File: config.mk
export PLATFORM = sky130hd
export DESIGN_NAME = uart_apb_regif
export DESIGN_NICKNAME = d
export VERILOG_FILES = /design/src/rtl/uart_regs_pkg.sv /design/src/rtl/uart_rx_fifo.sv /design/src/rtl/uart_apb_regif.sv
export SDC_FILE = /design/constraint.sdc
export NUM_CORES = 1
export LEC_CHECK = 0
export CORE_ASPECT_RATIO = 0.6
export CORE_MARGIN = 1.5
export CORE_UTILIZATION = 48
export DETAILED_ROUTE_END_ITERATION = 7
export PLACE_DENSITY = 0.86
export SETUP_SLACK_MARGIN = 0.5
export SKIP_CTS_REPAIR_TIMING = 1
export SYNTH_ARGS = -nofsm -noshare
export SYNTH_HDL_FRONTEND = slang
export SYNTH_SLANG_ARGS = --single-unit
File: constraint.sdc
create_clock -name clk -period 3.5 [get_ports clk]
set_input_delay 0.7 -clock clk [delete_from_list [all_inputs] [get_ports clk]]
set_output_delay 0.7 -clock clk [all_outputs]
set_load 0.01 [all_outputs]
File: src/rtl/uart_regs_pkg.sv
`default_nettype none
// ============================================================================
// Module      : uart_regs_pkg
// Description : Register offsets, STATUS/CTRL bit indices and widths shared
//               by the UART APB register interface and its RX FIFO.
// Revision    : 1.0 - initial release
// ============================================================================
package uart_regs_pkg;

    localparam int c_DATA_W = 8;
    localparam int c_CFG_W  = 5;

    localparam logic [11:0] c_OFS_TX_DATA = 12'h000;
    localparam logic [11:0] c_OFS_CFG     = 12'h004;
    localparam logic [11:0] c_OFS_CTRL    = 12'h008;
    localparam logic [11:0] c_OFS_STATUS  = 12'h00C;
    localparam logic [11:0] c_OFS_RX_DATA = 12'h010;
    localparam logic [11:0] c_OFS_IRQ_EN  = 12'h014;

    // Word index as seen on paddr[4:2]
    localparam logic [2:0] c_IDX_TX_DATA = c_OFS_TX_DATA[4:2];
    localparam logic [2:0] c_IDX_CFG     = c_OFS_CFG[4:2];
    localparam logic [2:0] c_IDX_CTRL    = c_OFS_CTRL[4:2];
    localparam logic [2:0] c_IDX_STATUS  = c_OFS_STATUS[4:2];
    localparam logic [2:0] c_IDX_RX_DATA = c_OFS_RX_DATA[4:2];
    localparam logic [2:0] c_IDX_IRQ_EN  = c_OFS_IRQ_EN[4:2];

    localparam int c_ST_TX_BUSY  = 0;
    localparam int c_ST_TX_DONE  = 1;
    localparam int c_ST_RX_NEMPT = 2;
    localparam int c_ST_RX_FULL  = 3;
    localparam int c_ST_PAR_ERR  = 4;
    localparam int c_ST_OVERRUN  = 5;
    localparam int c_ST_W        = 6;

    localparam int c_CTRL_START = 0;
    localparam int c_CTRL_FLUSH = 1;

endpackage
`default_nettype wire

File: src/rtl/uart_rx_fifo.sv
`default_nettype none
// ============================================================================
// Module      : uart_rx_fifo
// Description : Small RX holding FIFO with flush; head is visible on o_data.
// Revision    : 1.0 - initial release
// ============================================================================
module uart_rx_fifo #(
    parameter int DEPTH = 4,
    parameter int WIDTH = 8
) (
    input  logic             clk,
    input  logic             rst_n,
    input  logic             i_push,
    input  logic             i_pop,
    input  logic             i_flush,
    input  logic [WIDTH-1:0] i_data,
    output logic [WIDTH-1:0] o_data,
    output logic             o_empty,
    output logic             o_full
);

    localparam int            c_AW   = $clog2(DEPTH);
    localparam logic [c_AW:0] c_FULL = (c_AW + 1)'(DEPTH);

    logic [WIDTH-1:0] r_mem [DEPTH];
    logic [c_AW-1:0]  r_wr_ptr;
    logic [c_AW-1:0]  r_rd_ptr;
    logic [c_AW:0]    r_count;
    logic             w_do_push;
    logic             w_do_pop;

    assign o_empty   = (r_count == '0);
    assign o_full    = (r_count == c_FULL);
    assign o_data    = r_mem[r_rd_ptr];
    assign w_do_pop  = i_pop & ~o_empty;
    // A push into a full FIFO is only legal when a pop frees a slot this cycle
    assign w_do_push = i_push & (~o_full | w_do_pop);

    always_ff @(posedge clk) begin
        if (w_do_push && !i_flush) begin
            r_mem[r_wr_ptr] <= i_data;
        end
    end

    always_ff @(posedge clk) begin
        if (!rst_n || i_flush) begin
            r_wr_ptr <= '0;
            r_rd_ptr <= '0;
            r_count  <= '0;
        end else begin
            if (w_do_push) begin
                r_wr_ptr <= r_wr_ptr + 1'b1;
            end
            if (w_do_pop) begin
                r_rd_ptr <= r_rd_ptr + 1'b1;
            end
            case ({w_do_push, w_do_pop})
                2'b10:   r_count <= r_count + 1'b1;
                2'b01:   r_count <= r_count - 1'b1;
                default: r_count <= r_count;
            endcase
        end
    end

endmodule
`default_nettype wire

File: src/rtl/uart_apb_regif.sv
`default_nettype none
// ============================================================================
// Module      : uart_apb_regif
// Description : Zero-wait-state APB3 register block for a UART (TX data, frame
//               config, control, status, RX FIFO). Macro UART_REGS_IRQ_EN adds
//               the IRQ_EN register and the irq_out port.
// Revision    : 1.0 - initial release
// ============================================================================
module uart_apb_regif
    import uart_regs_pkg::*;
#(
    parameter int RX_FIFO_DEPTH = 4
) (
    input  logic                clk,
    input  logic                rst_n,
    input  logic                psel,
    input  logic                penable,
    input  logic                pwrite,
    input  logic [11:0]         paddr,
    input  logic [31:0]         pwdata,
    output logic [31:0]         prdata,
    output logic                pready,
    output logic                pslverr,
    output logic [c_DATA_W-1:0] tx_data_out,
    output logic [c_CFG_W-1:0]  cfg_reg_out,
    output logic                start_tx_out,
    input  logic                tx_busy_in,
    input  logic                tx_done_in,
    input  logic                rx_done_in,
    input  logic                parity_error_in,
    input  logic [c_DATA_W-1:0] rx_data_in
`ifdef UART_REGS_IRQ_EN
    ,
    output logic                irq_out
`endif
);

    logic [2:0]          w_idx;
    logic                w_access;
    logic                w_wr;
    logic                w_rd;
    logic                w_mapped;
    logic                w_sel_tx;
    logic                w_sel_cfg;
    logic                w_sel_ctrl;
    logic                w_sel_status;
    logic                w_sel_rx;
    logic                w_busy_rej;
    logic                w_wr_ok;
    logic                w_flush;
    logic                w_start;
    logic                w_pop;
    logic                w_push;
    logic                w_ovr_set;
    logic                w_w1c;
    logic [c_ST_W-1:0]   w_status;
    logic [c_DATA_W-1:0] w_fifo_data;
    logic                w_fifo_empty;
    logic                w_fifo_full;
    logic                w_unused_bits;

    logic [c_DATA_W-1:0] r_tx_data;
    logic [c_CFG_W-1:0]  r_cfg;
    logic                r_tx_done;
    logic                r_par_err;
    logic                r_overrun;
    logic                r_start;

    assign w_idx        = paddr[4:2];
    assign w_access     = psel & penable;
    assign w_wr         = w_access & pwrite;
    assign w_rd         = w_access & ~pwrite;
    assign w_sel_tx     = (w_idx == c_IDX_TX_DATA);
    assign w_sel_cfg    = (w_idx == c_IDX_CFG);
    assign w_sel_ctrl   = (w_idx == c_IDX_CTRL);
    assign w_sel_status = (w_idx == c_IDX_STATUS);
    assign w_sel_rx     = (w_idx == c_IDX_RX_DATA);
    assign w_unused_bits = ^{paddr[11:5], paddr[1:0], pwdata[31:8]};

`ifdef UART_REGS_IRQ_EN
    assign w_mapped = (w_idx <= c_IDX_RX_DATA) | (w_idx == c_IDX_IRQ_EN);
`else
    assign w_mapped = (w_idx <= c_IDX_RX_DATA);
`endif

    // A rejected write is dropped entirely, including any flush bit in CTRL
    assign w_busy_rej = tx_busy_in & (w_sel_tx | (w_sel_ctrl & pwdata[c_CTRL_START]));
    assign w_wr_ok    = w_wr & w_mapped & ~w_busy_rej;
    assign w_flush    = w_wr_ok & w_sel_ctrl & pwdata[c_CTRL_FLUSH];
    assign w_start    = w_wr_ok & w_sel_ctrl & pwdata[c_CTRL_START];
    assign w_w1c      = w_wr_ok & w_sel_status;
    assign w_pop      = w_rd & w_sel_rx & ~w_fifo_empty;
    assign w_push     = rx_done_in & ~w_flush & (~w_fifo_full | w_pop);
    assign w_ovr_set  = rx_done_in & ~w_flush & w_fifo_full & ~w_pop;

    assign pready  = 1'b1;
    assign pslverr = w_access & (~w_mapped
                               | (pwrite & w_busy_rej)
                               | (~pwrite & w_sel_rx & w_fifo_empty));

    assign w_status[c_ST_TX_BUSY]  = tx_busy_in;
    assign w_status[c_ST_TX_DONE]  = r_tx_done;
    assign w_status[c_ST_RX_NEMPT] = ~w_fifo_empty;
    assign w_status[c_ST_RX_FULL]  = w_fifo_full;
    assign w_status[c_ST_PAR_ERR]  = r_par_err;
    assign w_status[c_ST_OVERRUN]  = r_overrun;

    assign tx_data_out  = r_tx_data;
    assign cfg_reg_out  = r_cfg;
    assign start_tx_out = r_start;

    uart_rx_fifo #(
        .DEPTH (RX_FIFO_DEPTH),
        .WIDTH (c_DATA_W)
    ) u_rx_fifo (
        .clk     (clk),
        .rst_n   (rst_n),
        .i_push  (w_push),
        .i_pop   (w_pop),
        .i_flush (w_flush),
        .i_data  (rx_data_in),
        .o_data  (w_fifo_data),
        .o_empty (w_fifo_empty),
        .o_full  (w_fifo_full)
    );

    always_ff @(posedge clk) begin
        if (!rst_n) begin
            r_tx_data <= '0;
            r_cfg     <= '0;
            r_tx_done <= 1'b0;
            r_par_err <= 1'b0;
            r_overrun <= 1'b0;
            r_start   <= 1'b0;
        end else begin
            r_start <= w_start;
            if (w_wr_ok && w_sel_tx) begin
                r_tx_data <= pwdata[c_DATA_W-1:0];
            end
            if (w_wr_ok && w_sel_cfg) begin
                r_cfg <= pwdata[c_CFG_W-1:0];
            end
            // Sticky bits: a new event in the same cycle beats the W1C
            r_tx_done <= tx_done_in
                       | (r_tx_done & ~(w_w1c & pwdata[c_ST_TX_DONE]));
            r_par_err <= (rx_done_in & parity_error_in)
                       | (r_par_err & ~(w_w1c & pwdata[c_ST_PAR_ERR]));
            r_overrun <= w_ovr_set
                       | (r_overrun & ~(w_w1c & pwdata[c_ST_OVERRUN]));
        end
    end

`ifdef UART_REGS_IRQ_EN
    logic [c_ST_W-1:1] r_irq_en;
    logic              r_irq;

    always_ff @(posedge clk) begin
        if (!rst_n) begin
            r_irq_en <= '0;
            r_irq    <= 1'b0;
        end else begin
            r_irq <= |(w_status[c_ST_W-1:1] & r_irq_en);
            if (w_wr_ok && (w_idx == c_IDX_IRQ_EN)) begin
                r_irq_en <= pwdata[c_ST_W-1:1];
            end
        end
    end

    assign irq_out = r_irq;
`endif

    always_comb begin
        prdata = '0;
        if (w_rd) begin
            case (w_idx)
                c_IDX_TX_DATA: prdata[c_DATA_W-1:0] = r_tx_data;
                c_IDX_CFG:     prdata[c_CFG_W-1:0]  = r_cfg;
                c_IDX_STATUS:  prdata[c_ST_W-1:0]   = w_status;
                c_IDX_RX_DATA: begin
                    if (!w_fifo_empty) begin
                        prdata[c_DATA_W-1:0] = w_fifo_data;
                    end
                end
`ifdef UART_REGS_IRQ_EN
                c_IDX_IRQ_EN:  prdata[c_ST_W-1:1]   = r_irq_en;
`endif
                default:       prdata = '0;
            endcase
        end
    end

endmodule
`default_nettype wire

==> key figures, run 1 <==
Run status
  – Run status: finished, final reports clean

Yosys
  – Dominant combinational cell family by area after synthesis: simple AND/OR/NAND/NOR gates
  – Post-synthesis instance area: 0.002878 mm^2
  – Synth area leader: sky130_fd_sc_hd__edfxtp_1
  – Share of synthesized cell area in full adder, half adder and majority cells: 2.870%
  – Mux cell area share after synthesis: around an eighth
  – Post-synthesis compound-gate area fraction: 7.783%
  – Mean cell area of the mapped netlist: 11.94 um^2
  – List of most frequent post-synthesis cells: 32 x sky130_fd_sc_hd__edfxtp_1, 26 x sky130_fd_sc_hd__dfxtp_1, 25 x sky130_fd_sc_hd__buf_4, 19 x sky130_fd_sc_hd__nor2_1, 18 x sky130_fd_sc_hd__mux2i_1
  – Share of flip-flops with an asynchronous set or reset after synthesis: 0%
  – Number of distinct library cell variants in the gate-level netlist after synthesis: 43
  – Post-synthesis share of cell area spent on xor and xnor gates: under 10%
  – Most frequent cell after synthesis: sky130_fd_sc_hd__edfxtp_1
  – Number of flops mapped to enable cells by yosys: 32
  – Simple-gate share of the synthesized area: 14.22%
  – Share of the synthesized area in the top cell type: between 30% and 40%
  – Synth Instances: 241
  – Number of storage elements in the synthesis netlist: 58
  – Synthesis Warnings: 0
  – Sequential element share of the synthesized area: 51.48%
  – Top area cells in the synthesized netlist: sky130_fd_sc_hd__edfxtp_1 33%, sky130_fd_sc_hd__dfxtp_1 18%, sky130_fd_sc_hd__buf_4 6.5%, sky130_fd_sc_hd__mux2i_1 6.3%, sky130_fd_sc_hd__mux4_2 6.3%
  – Primary FF master, synth: sky130_fd_sc_hd__edfxtp_1

Drt
  – DRC: 0
  – Routed wire length: roughly 6.6 mm
  – Vias: 1997
  – Average wire length per cell after detail routing: around 17 um
  – Vias per std cell: roughly 5.2
  – DRC marker count from the first detailed-route iteration: 94
  – ANT nets after route: 0
  – Initial DRT Pass Iterations: 4

Run
  – Maximum Capacitance Violations: 0

Clock network
  – Cell chosen for the clock root: sky130_fd_sc_hd__clkbuf_8
  – TritonCTS clock tree: done
  – Num CTS Buffers: 9
  – Clock Sink Count: 58
  – CTS Buffer Depth: 2
  – H-tree depth: 3
  – CTS clock-pin slew for the worst setup and hold paths: approximately 0.07 ns
  – Clock latency reported for the late side of the worst-skew pair: about 0.34 ns

Finish
  – Area of the multi-input gates: between 0.001 and 0.0015 mm^2
  – Area Overhead vs Synth: 28.74%
  – Count of filler cells inserted in the layout: approximately 440
  – Footprint of the flip-flops and latches: 0.001483 mm^2
  – Post-route standard cell area excluding fillers: about 0.0037 mm^2
  – Fraction of final layout cells with drive strength greater than 1: between 15 and 20%
  – Final #Nets: between 300 and 400
  – Post-route core utilization: about two thirds
  – Antenna Diode Count: 0

Critical path
  – Crit path arrival time: 2.29 ns
  – Critical Path RT: ~2.8 ns
  – Kind of critical path: input port to output port
  – Critical Path End Type: output port
  – Worst-path fanout max: 5
  – Setup crit start kind: input port

Power and ir drop
  – Net switching component of the power: 0.3640 mW
  – Clock group share of total power: roughly 44%
  – Peak VDD IR: between 0.2 and 0.25 mV
  – Proportion of power drawn by combinational gates: 9.6%
  – Switching share of total power: 22.36%
  – Power per cell area: approximately 440 mW/mm^2
  – Reported leakage power: 1.424 nW
  – Internal power of the cells: ~1.3 mW
  – Share of power burned in registers: 46.3%
  – Post-layout total power: approximately 1.6 mW

Place
  – Placed standard-cell area: about 0.0034 mm^2
  – Placer Congestion: 0.9432
  – Input/output buffers: 50
  – Post-DP HPWL: approximately 4.6 mm

STA
  – Final Hold Violating Endpoints: 0
  – Clock period minus final worst setup slack: about 3 ns
  – Final-report setup violation count: 0
  – Setup repair after global routing missed its margin: true
  – Period utilization: approximately 85%
  – Maximum clock frequency: about 330 MHz
  – Final setup TNS: 0 ns
  – Max Transition Viols Final: 0
  – Slew headroom: approximately 48%
  – Maximum clock skew at final layout: 0.005847 ns
  – Actual slew at the worst max-slew pin: ~0.8 ns
  – Smallest hold slack: 0.5385 ns

Global routing
  – Total grt overflow: 0
  – Global-route wire length before repair: roughly 10 mm
  – Via count of the first global-routing pass: ~1900
  – Combined global-route utilization of all metal layers: 21.61%
  – Pin count of the biggest net entering global routing: 19
  – Antenna violations before repair: 0

Floorplan
  – Width of the die: just over 100 um
  – Placeable core area: approximately 0.0057 mm^2
  – FP Rows: 21
  – IO Pins: around 110
  – Starting density of the core: just over 50%
  – Die area: between 0.006 and 0.007 mm^2
  – Die height: about 63 um

Worst hold path
  – Hold WC Path Type: flop to flop
-- critical path, cell delays in order --
cell and delay (ns):
sky130_fd_sc_hd__clkdlybuf4s50_1 0.49, sky130_fd_sc_hd__nand2_1 0.07, sky130_fd_sc_hd__or2_2 0.29, sky130_fd_sc_hd__a211o_2 0.38
sky130_fd_sc_hd__nor2_1 0.17, sky130_fd_sc_hd__dlymetal6s2s_1 0.19
-- cell families (layout without fill, tap and decap cells) --
family,count (synthesis),after routing
simple gates,69,69
buf+inv,44,87
mux,26,26
other cells,2,25
fa+ha+maj,6,6
flops,58,58
xor+xnor,5,5
compound gates,31,31
-- flip-flops by register name (all words and copies together), names as in the netlist, named ones only --
name	flops
cfg_reg_out	5
r_overrun	1
r_par_err	1
r_tx_done	1
start_tx_out	1
tx_data_out	8
u_rx_fifo.r_count	3
u_rx_fifo.r_mem	32
u_rx_fifo.r_rd_ptr	2
u_rx_fifo.r_wr_ptr	2
-- placed cells by master, fill, tap and decap left out, types with 3 or more instances in the layout --
master                            count
sky130_fd_sc_hd__and2_1               5
sky130_fd_sc_hd__buf_4               11
sky130_fd_sc_hd__o21ai_0              5
sky130_fd_sc_hd__dlymetal6s2s_1       8
sky130_fd_sc_hd__a22oi_1              6
sky130_fd_sc_hd__mux4_2               8
sky130_fd_sc_hd__mux2i_1             18
sky130_fd_sc_hd__conb_1              25
sky130_fd_sc_hd__ha_1                 4
sky130_fd_sc_hd__clkdlybuf4s50_1     38
sky130_fd_sc_hd__inv_1                9
sky130_fd_sc_hd__nand2_1              9
sky130_fd_sc_hd__o2bb2ai_1            4
sky130_fd_sc_hd__a21oi_1              6
sky130_fd_sc_hd__nor2b_1             14
sky130_fd_sc_hd__nand3_1              5
sky130_fd_sc_hd__clkbuf_2             4
sky130_fd_sc_hd__xor2_1               3
sky130_fd_sc_hd__edfxtp_1            32
sky130_fd_sc_hd__nor2_1              16
sky130_fd_sc_hd__dfxtp_1             25
sky130_fd_sc_hd__nor2_2               3
sky130_fd_sc_hd__clkbuf_8            11
-- final timing paths --
check / startpoint / endpoint / slack, ns / cells past startpoint
setup reg to reg: u_rx_fifo.r_count[0]$_SDFFE_PP0P_ / u_rx_fifo.r_count[2]$_SDFFE_PP0P_ / 1.23 / 9
hold / removal: u_rx_fifo.r_wr_ptr[1]$_SDFFE_PP0P_ / u_rx_fifo.r_wr_ptr[1]$_SDFFE_PP0P_ / 0.54 / 2
setup / recovery: psel / prdata[4] / 0.51 / 6
hold reg to reg: u_rx_fifo.r_wr_ptr[1]$_SDFFE_PP0P_ / u_rx_fifo.r_wr_ptr[1]$_SDFFE_PP0P_ / 0.54 / 2
-- power groups by stage --
| stage | Clock (mW) | Combinational, mW | Sequential [mW] |
|---|---|---|---|
| floorplan | 0 | 0.0999 | 0.764 |
| global placement | 0 | 0.143 | 0.767 |
| detailed placement | 0 | 0.147 | 0.768 |
| CTS | 0.729 | 0.149 | 0.754 |
| global route | 0.763 | 0.171 | 0.756 |
| finish | 0.716 | 0.157 | 0.754 |
-- through the flow --
stage	worst slack [ns]	cells
final	0.5114	387
after floorplan	0.8823	264
after global placement	0.1425	369
after detailed placement	0.1281	369
after CTS	0.09259	385
after global routing	0.4396	387
-- layout make-up --
class                      instances  area share [%]
clock inverter                     3           1.081
timing repair buffer              61           15.74
tap                               80           2.702
clock buffer                      13           5.437
multi-input combinational        162           33.91
sequential                        58           40.02
inverter                          10           1.114
-- per-layer routing --
layer | vias up | track usage (%) | routed length, um
li1 | 942 | - | -
met1 | 961 | 29.90 | 2891
met2 | 87 | 31.58 | 3037
met3 | 7 | 8.389 | 575
met4 | 0 | 6.081 | 66
met5 | - | 0 | 0
Note: power is estimated with default switching activity, not from simulation.
==> run 2, diff against run 1 <==
--- a/config.mk
+++ b/config.mk
@@ -5,11 +5,13 @@
 export SDC_FILE = /design/constraint.sdc
 export NUM_CORES = 1
 export LEC_CHECK = 0
+export CELL_PAD_IN_SITES_DETAIL_PLACEMENT = 0
+export CELL_PAD_IN_SITES_GLOBAL_PLACEMENT = 1
 export CORE_ASPECT_RATIO = 0.6
 export CORE_MARGIN = 1.5
-export CORE_UTILIZATION = 48
+export CORE_UTILIZATION = 36
 export DETAILED_ROUTE_END_ITERATION = 7
-export PLACE_DENSITY = 0.86
+export PLACE_DENSITY_LB_ADDON = 0.1
 export SETUP_SLACK_MARGIN = 0.5
 export SKIP_CTS_REPAIR_TIMING = 1
 export SYNTH_ARGS = -nofsm -noshare
==> run 2 against run 1 <==
  * Cell area grew 3.7%
  * Register-to-register slack is essentially flat
  * Clock skew shrank 0.0012 ns
==> key figures, run 2 (synthesis gave the netlist of run 1 again) <==
Run status
  – Run status: finished, final reports clean

Global routing
  – Top Usage Layer GRT: met1
  – Global-route track usage on met3: 5.975% (-2.4 points)
  – Global-route wire length before repair: 10.02 mm (-0.75%)
  – Combined global-route utilization of all metal layers: 15.99% (-5.6 points)
  – Antenna violations before repair: 0 (unchanged)
  – Met2 usage in global routing: 21.38% (-10 points)
  – Pin count of the biggest net entering global routing: 19 (unchanged)
  – Via count of the first global-routing pass: 1866 (-2.7%)
  – Met1 capacity usage during global routing: 23.54% (-6.4 points)
  – Total grt overflow: 0 (unchanged)

STA
  – Final Hold Violating Endpoints: 0 (unchanged)
  – Max Transition Viols Final: 0 (unchanged)
  – Maximum clock skew at final layout: 0.004611 ns (-0.001236 ns)
  – Period utilization: 82.97% (-2.4 points)
  – Slew headroom: 63.59% (+16 points)
  – Maximum clock frequency: 344.3 MHz (+2.9%)
  – Smallest hold slack: 0.5223 ns (-0.01626 ns)
  – Final-report setup violation count: 0 (unchanged)
  – Actual slew at the worst max-slew pin: 0.5455 ns (-0.2345 ns)
  – Setup repair after global routing missed its margin: false
  – Final setup TNS: 0 ns (unchanged)
  – Clock period minus final worst setup slack: 2.904 ns (-0.08452 ns)

Floorplan
  – Starting density of the core: 36.80% (-14 points)
  – Die area: 0.008557 mm^2 (+32%)
  – Placeable core area: 0.007820 mm^2 (+38%)
  – FP Rows: 25 (+19%)
  – IO Pins: 109 (unchanged)
  – Width of the die: 118.4 um (+15%)
  – Die height: 72.26 um (+15%)

Power and ir drop
  – Net switching component of the power: 0.4003 mW (+10%)
  – Switching share of total power: 22.72% (+0.36 points)
  – Post-layout total power: 1.762 mW (+8.2%)
  – Share of power burned in registers: 42.9% (-3.4 points)
  – Peak VDD IR: 0.2702 mV (+18%)
  – Reported leakage power: 1.484 nW (+4.2%)
  – Internal power of the cells: 1.361 mW (+7.7%)
  – Clock group share of total power: 48.2% (+4.2 points)
  – Power per cell area: 458.4 mW/mm^2 (+4.3%)
  – Proportion of power drawn by combinational gates: 8.9% (-0.7 points)

Drt
  – Routed wire length: 6.541 mm (-0.43%)
  – Average wire length per cell after detail routing: 15.54 um (-8.5%)
  – DRC: 0 (unchanged)
  – Vias: 1927 (-3.5%)
  – Vias per std cell: 4.577 (-11%)
  – Initial DRT Pass Iterations: 4 (unchanged)
  – DRC marker count from the first detailed-route iteration: 100 (+6.4%)
  – ANT nets after route: 0 (unchanged)

Clock network
  – Num CTS Buffers: 9 (unchanged)
  – Clock Sink Count: 58 (unchanged)
  – Cell chosen for the clock root: sky130_fd_sc_hd__clkbuf_16
  – CTS Buffer Depth: 2 (unchanged)
  – TritonCTS clock tree: done
  – Clock latency reported for the late side of the worst-skew pair: 0.33 ns (about the same)
  – CTS clock-pin slew for the worst setup and hold paths: 0.05 ns (-0.02 ns)
  – H-tree depth: 3 (unchanged)

Worst hold path
  – Cell depth of the worst hold path: 2 (unchanged)
  – Hold WC Path Type: flop to flop
  – Origin of the worst min-delay path: r_par_err$_SDFF_PN0_

Critical path
  – Setup crit end: prdata[3]
  – Crit path arrival time: 2.20 ns (-0.09 ns)
  – Critical Path Source: paddr[3]
  – Length in cells of the worst reg-to-reg path: 9 (unchanged)
  – Critical Path RT: 2.80 ns (about the same)
  – Setup crit start kind: input port
  – Critical path's largest stage delay: 0.48 ns (about the same)
  – Endpoint of the worst-slack reg-to-reg timing path: u_rx_fifo.r_count[2]$_SDFFE_PP0P_
  – Worst-path fanout max: 8 (+3)
  – Cell with the biggest individual delay on the critical path: sky130_fd_sc_hd__clkdlybuf4s50_1
  – Worst setup slack for register-to-register paths: 1.23 ns (about the same)
  – Critical Path End Type: output port
  – Kind of critical path: input port to output port
  – Reg-to-reg critical path startpoint: u_rx_fifo.r_count[0]$_SDFFE_PP0P_
  – Ordered cell list for the critical path: clkdlybuf4s50_1 > buf_4 > inv_1 > nor2_1 > a211o_4 > a21oi_1 > dlymetal6s2s_1

Finish
  – Largest register FFs: 32 (unchanged)
  – Commonest cells after routing, fill and taps aside: 37 x sky130_fd_sc_hd__clkdlybuf4s50_1, 32 x sky130_fd_sc_hd__edfxtp_1, 26 x sky130_fd_sc_hd__dfxtp_1, 25 x sky130_fd_sc_hd__conb_1, 18 x sky130_fd_sc_hd__mux2i_1
  – Antenna Diode Count: 0 (unchanged)
  – Post-route core utilization: 49.15% (-16 points)
  – Most flop-heavy register: u_rx_fifo.r_mem
  – Commonest non-fill, non-tap cell in the layout: sky130_fd_sc_hd__clkdlybuf4s50_1
  – Area Overhead vs Synth: 33.57%
  – Fraction of final layout cells with drive strength greater than 1: 18.85% (+0.28 points)
  – Final #Nets: 375 (+1.6%)
  – Count of filler cells inserted in the layout: 731 (+67%)

Place
  – Placer Congestion: 0.7453 (-21%)
  – Post-DP HPWL: 4.897 mm (+5.3%)
  – Input/output buffers: 50 (unchanged)

Run
  – Maximum Capacitance Violations: 0 (unchanged)
run 2: cell count changes in the layout (fill, tap and decap cells not counted), sizes merged:
cell / before / now
clkinvlp: 1 / 3
inv: 9 / 10
buf: 11 / 17
clkbuf: 17 / 13
dlymetal6s2s: 8 / 9
clkdlybuf4s50: 38 / 37
clkinv: 2 / 3
run 2: how the worst min path moves through the flow:
stage                                   to  slack (ns)
2_1_floorplan                         flop        0.48
3_3_place_gp          r_par_err$_SDFF_PN0_        0.50
3_5_place_dp          r_par_err$_SDFF_PN0_        0.51
4_1_cts               r_par_err$_SDFF_PN0_        0.53
5_1_grt        tx_data_out[4]$_SDFFE_PN0P_        0.55
6_report              r_par_err$_SDFF_PN0_        0.52
run 2: worst max-delay path, delay by kind of cell:
kind                   cells  cell delay (ns)
AOI/OAI and AO/OA          2             0.42
buffers and inverters      4             1.01
and+or+nand+nor            1             0.07
run 2: metrics by stage:
| step | worst slack (ns) | area, um^2 | cells |
|---|---|---|---|
| 5_1_grt | 0.4914 | 3844 | 421 |
| 3_3_place_gp | 0.1258 | 3481 | 403 |
| 3_5_place_dp | 0.1264 | 3481 | 403 |
| 2_1_floorplan | 0.8823 | 2964 | 264 |
| 4_1_cts | 0.1231 | 3776 | 419 |
| 6_report | 0.5959 | 3844 | 421 |
run 2: layout make-up:
cell class,instances,area (um^2),area share [%]
repair buffers,67,634.4,16.50
inverters,10,37.54,0.9766
clock buffers,9,225.2,5.859
multi-input cells,162,1260,32.78
flip-flops and latches,58,1481,38.54
clock inverters,7,70.07,1.823
well taps,108,135.1,3.516
run 2: layer usage:
metal / vias to the layer above / routed length [um]
met5: - / 0
met4: 0 / 80
met3: 7 / 365
met2: 53 / 2585
met1: 911 / 3510
li1: 956 / -
run 2: power by group through the flow:
| stage | combinational, mW | clock, mW | sequential (mW) |
|---|---|---|---|
| after global placement | 0.154 | 0 | 0.767 |
| after CTS | 0.154 | 0.872 | 0.754 |
| final | 0.158 | 0.849 | 0.755 |
| after floorplan | 0.0999 | 0 | 0.764 |
| after detailed placement | 0.153 | 0 | 0.768 |
| after global routing | 0.173 | 0.902 | 0.757 |
